===== config.mk =====
export PLATFORM = sky130hd
export DESIGN_NAME = dmem_arbiter
export DESIGN_NICKNAME = d
export VERILOG_FILES = /design/src/rtl/dmem_arbiter.sv
export SDC_FILE = /design/constraint.sdc
export NUM_CORES = 1
export LEC_CHECK = 0
export ABC_AREA = 1
export BUFFER_PORTS_ARGS = -buffer_cell sky130_fd_sc_hd__buf_2
export CORE_UTILIZATION = 30
export CTS_BUF_LIST = sky130_fd_sc_hd__clkbuf_8
export CTS_CLUSTER_DIAMETER = 40
export DETAILED_ROUTE_END_ITERATION = 7
export PLACE_DENSITY = 0.64
export SLEW_MARGIN = 20
export SYNTH_ARGS = -nofsm -noshare
export SYNTH_HDL_FRONTEND = slang
export SYNTH_SLANG_ARGS = --single-unit

===== constraint.sdc =====
create_clock -name clk -period 6.32 [get_ports clk]
set_clock_uncertainty 0.1 [all_clocks]
set_input_delay 1.58 -clock clk [delete_from_list [all_inputs] [get_ports clk]]
set_output_delay 1.58 -clock clk [all_outputs]
set_load 0.01 [all_outputs]

===== src/rtl/dmem_arbiter.sv =====
// Round-robin arbiter sharing one 32-bit data memory port between requester A
// (CPU execute) and requester B (loader/debug), with a bounded burst lock for B.
module dmem_arbiter #(
  parameter int unsigned AW        = 8,
  parameter int unsigned DW        = 32,
  parameter int unsigned MAX_BURST = 4
) (
  input  logic          clk,
  input  logic          rstd,
  input  logic          a_req,
  input  logic [3:0]    a_wren,
  input  logic [AW-1:0] a_addr,
  input  logic [DW-1:0] a_wdata,
  input  logic          b_req,
  input  logic [3:0]    b_wren,
  input  logic [AW-1:0] b_addr,
  input  logic [DW-1:0] b_wdata,
  input  logic          b_lock,
  output logic          a_ack,
  output logic          b_ack,
  output logic [DW-1:0] a_rdata,
  output logic [DW-1:0] b_rdata,
  output logic [AW-1:0] mem_addr,
  output logic [DW-1:0] mem_wdata,
  output logic [3:0]    mem_wren,
  input  logic [DW-1:0] mem_rdata,
  output logic [1:0]    owner,
  output logic [15:0]   conflict_cnt
);

  localparam int unsigned BW = $clog2(MAX_BURST) + 1;
  localparam logic [BW-1:0] BURST_LIMIT = BW'(MAX_BURST);

  typedef enum logic [1:0] {
    IDLE  = 2'b00,
    OWN_A = 2'b01,
    OWN_B = 2'b10
  } state_t;

  state_t        state;
  state_t        next_state;
  logic          last_gnt_b;
  logic [BW-1:0] burst_cnt;

  assign owner = state;

  always_comb begin
    next_state = IDLE;
    if (a_req && !b_req) begin
      next_state = OWN_A;
    end else if (!a_req && b_req) begin
      next_state = OWN_B;
    end else if (a_req && b_req) begin
      if (state == OWN_B && b_lock && burst_cnt < BURST_LIMIT) begin
        next_state = OWN_B;
      end else if (last_gnt_b) begin
        next_state = OWN_A;
      end else begin
        next_state = OWN_B;
      end
    end
  end

  // Port mux decodes straight from state so a reset kills the write strobe at once.
  always_comb begin
    mem_addr  = '0;
    mem_wdata = '0;
    mem_wren  = '1;
    a_ack     = 1'b0;
    b_ack     = 1'b0;
    unique case (state)
      OWN_A: begin
        mem_addr  = a_addr;
        mem_wdata = a_wdata;
        mem_wren  = a_wren;
        a_ack     = 1'b1;
      end
      OWN_B: begin
        mem_addr  = b_addr;
        mem_wdata = b_wdata;
        mem_wren  = b_wren;
        b_ack     = 1'b1;
      end
      default: ;
    endcase
  end

  always_ff @(posedge clk or posedge rstd) begin
    if (rstd) begin
      state        <= IDLE;
      last_gnt_b   <= 1'b1;
      burst_cnt    <= '0;
      a_rdata      <= '0;
      b_rdata      <= '0;
      conflict_cnt <= '0;
    end else begin
      state <= next_state;

      if (next_state == OWN_A) begin
        last_gnt_b <= 1'b0;
      end else if (next_state == OWN_B) begin
        last_gnt_b <= 1'b1;
      end

      if (next_state == OWN_B) begin
        if (state != OWN_B) begin
          burst_cnt <= BW'(1);
        end else if (burst_cnt != BURST_LIMIT) begin
          burst_cnt <= burst_cnt + BW'(1);
        end
      end else begin
        burst_cnt <= '0;
      end

      // Captured alongside the bank write, so this is the pre-write word.
      if (state == OWN_A) begin
        a_rdata <= mem_rdata;
      end
      if (state == OWN_B) begin
        b_rdata <= mem_rdata;
      end

      if (a_req && b_req && conflict_cnt != '1) begin
        conflict_cnt <= conflict_cnt + 16'd1;
      end
    end
  end

endmodule


==> reports/metrics.csv <==
stage,metric,value,unit
detailed_routing,drc_errors,0,
clock_tree,cts_hold_buf,0,
pwr,power.density,309,mW/mm²
place,preCtsSetupSlack,2.41,ns
critical_path,crit_required,4.64,ns
global_route,grt_overflow,0,
pwr,p_int,1.16,mW
logic_synthesis,synth_top_flop_cell,dfrtp_1,
global_route,grt_usage,0.182,
logic_synthesis,syn_area,0.00436,mm²
pwr,p_leak,3.43,nW
critical_path,crit_path_max_fanout,44,
timing,final.setup.worst_slack,2.04,ns
clock_tree,post_cts_resize_count,0,
logic_synthesis,synth_most_common_cell,nand2_1,
timing,worst_slew_pin_slew,1.05,ns
floorplan,dieArea,0.0150,mm²
clock_tree,postCtsSetupRepairBufs,0,
pwr,power,1.85,mW
clock_tree,numCtsBuffers,9,
clock_tree,clkLatencyLatePin,0.36,ns
global_route,grt_pass1_vias,4134,
pwr,power_frac_comb,0.339,
floorplan,initial_core_util,0.311,
timing,setup_viol_count_final,0,
place,port_buffers,252,
layout,layout-drive-gt1-share,0.335,
logic_synthesis,synth_nets,736,
detailed_routing,wl,13800,µm
timing,fmax,234,MHz
timing,rsz0062_at_grt,no,
floorplan,core-area,0.0140,mm²
logic_synthesis,ys_async_sr_fraction,1.00,
timing,hold_viol_final,0,
logic_synthesis,yosysWarnings,0,
global_route,grt_max_degree,81,
pwr,switching_power,0.688,mW
clock_tree,htreeDepth,3,
logic_synthesis,synth_top_area_frac,0.488,
pwr,switching_share,0.372,
layout,fill_cells,1495,
global_route,antenna_found_initial,2,
logic_synthesis,synth_top_area_cell,dfrtp_1,
critical_path,crit_arrival,2.60,ns
pwr,peakVddDrop,0.136,mV
timing,maxSlewViolCount,0,
logic_synthesis,synth-edff-count,0,
floorplan,fp.dieW,123,µm
floorplan,ios,253,
clock_tree,root_buffer,clkbuf_8,
logic_synthesis,syn-instance-count,603,
place,detailed_place_hpwl,10200,µm
layout,design_area,0.00600,mm²
timing,min_period,4.28,ns
detailed_routing,firstDrtPassIters,4,
critical_path,crit_type,register to output pin,
clock_tree,cts_buffer_depth,2,
global_route,grt_first_pass_wirelength,21200,µm
floorplan,row_count,43,
detailed_routing,viasPerCell,4.51,
place,gp_congestion,0.831,
layout,nets,974,
detailed_routing,ant_nets,0,
detailed_routing,via_count,4636,
detailed_routing,first_iter_violations,248,
logic_synthesis,ys_types,24,
critical_path,cp-startpoint,owner[1],
clock_tree,numClockSinks,86,
status,outcome,"finished, final reports clean",
timing,slew-limit-headroom,0.298,
detailed_routing,wl_per_cell,13.4,µm
logic_synthesis,synth_area_per_cell,7.24,µm²
critical_path,r2r_start,owner[1],
floorplan,die_h,123,µm
timing,setup_tns,0,ns
hold_path,min_path_type,register to register,
layout,synthToLayoutAreaGrowth,37.4,%
place,placed_cell_area,0.00577,mm²
logic_synthesis,ys_top_cells_by_count,"nand2_1, dfrtp_1, a21oi_1",
pwr,seq_power_share,0.419,
timing,period_share,0.677,
clock_tree,tritoncts,built,
pwr,clkPwrFrac,0.242,
run,cap_violations,0,
clock_tree,clkSlewWorstSetupHoldPaths,0.10,ns
critical_path,crit_path_start_kind,register,
logic_synthesis,synth_area_leaders,"dfrtp_1, nand2_1, a21oi_1",
critical_path,end_kind,output pin,
logic_synthesis,yosysSeqAreaShare,0.494,
hold_path,min_from,a_rdata[1],
logic_synthesis,ys_ff_latch,86,
-- power by group through the flow --
stage / clock network [mW] / logic (mW) / registers, mW
floorplan: 0 / 0.271 / 0.848
global placement: 0 / 0.632 / 0.780
detailed placement: 0 / 0.639 / 0.785
CTS: 0.461 / 0.640 / 0.776
global route: 0.487 / 0.703 / 0.792
finish: 0.448 / 0.627 / 0.775
-- sequential cells by signal (all words and copies together) (netlist names) --
name,flops
b_rdata,32
burst_cnt,3
owner,2
a_rdata,32
conflict_cnt,16
last_gnt_b,1
-- layout by cell type (no fill, tap or decap), drive strengths merged --
cell / Yosys / final
inv: 26 / 28
clkinv: 1 / 4
diode: 0 / 1
clkbuf: 18 / 9
nand2: 354 / 354
ha: 8 / 8
o211ai: 2 / 2
nand3: 13 / 13
dfstp: 1 / 1
nand4: 5 / 5
bufinv: 0 / 2
a221o: 4 / 4
xor2: 3 / 3
dfrtp: 85 / 85
nor2: 23 / 23
xnor2: 1 / 1
nand3b: 1 / 1
o21ai: 6 / 6
a21oi: 41 / 41
buf: 11 / 256
-- critical path, cell delays in order (launching register included) --
cell	delay [ns]
dfrtp_1	0.40
inv_1	0.07
ha_2	0.81
buf_4	0.49
nand2_1	0.09
a21oi_1	0.19
buf_2	0.17
-- per-layer routing --
metal | GRT usage | part of all wire
met1 | 0.234 | 0.44
met4 | 0.0602 | 0.014
met2 | 0.301 | 0.49
met3 | 0.0404 | 0.060
met5 | 0 | 0.00094
-- path summary, 6_finish.rpt --
kind / endpoint / slack (ns) / cells past startpoint
setup / recovery: mem_wdata[24] / 2.04 / 6
hold / removal: a_rdata[1] / 0.37 / 2
setup reg to reg: a_rdata[13] / 3.29 / 5
hold reg to reg: a_rdata[1] / 0.37 / 2
max in group asynchronous: burst_cnt[1] / 3.87 / 3
min in group asynchronous: a_rdata[28] / 1.12 / 2
-- through the flow --
step	util	hold slack (ns)	cells
5_1_grt	0.427	0.395	1027
3_3_place_gp	0.411	0.348	1010
4_1_cts	0.427	0.376	1026
6_report	0.427	0.371	1027
3_5_place_dp	0.411	0.353	1010
2_1_floorplan	-	0.355	603
-- cells by family after synthesis --
kind of cell               after synthesis  share of synthesized area
and+or+nand+nor                        396                      0.356
DFF                                     86                      0.494
buffers and inverters                   56                     0.0505
AOI/OAI and AO/OA                       53                     0.0691
adders and majority gates                8                     0.0229
xor gates and xnor gates                 4                    0.00803
-- cell type report --
| type | count | area, µm² | share of cell area |
|---|---|---|---|
| sequential | 86 | 2150 | 0.359 |
| multi-input combinational | 461 | 1990 | 0.333 |
| timing repair buffer | 256 | 1290 | 0.215 |
| tap | 180 | 225 | 0.0376 |
| clock buffer | 9 | 124 | 0.0207 |
| clock inverter | 7 | 103 | 0.0171 |
| inverter | 27 | 103 | 0.0171 |
| antenna | 1 | 2.50 | 0.000417 |
(Power assumes the default switching activity.)
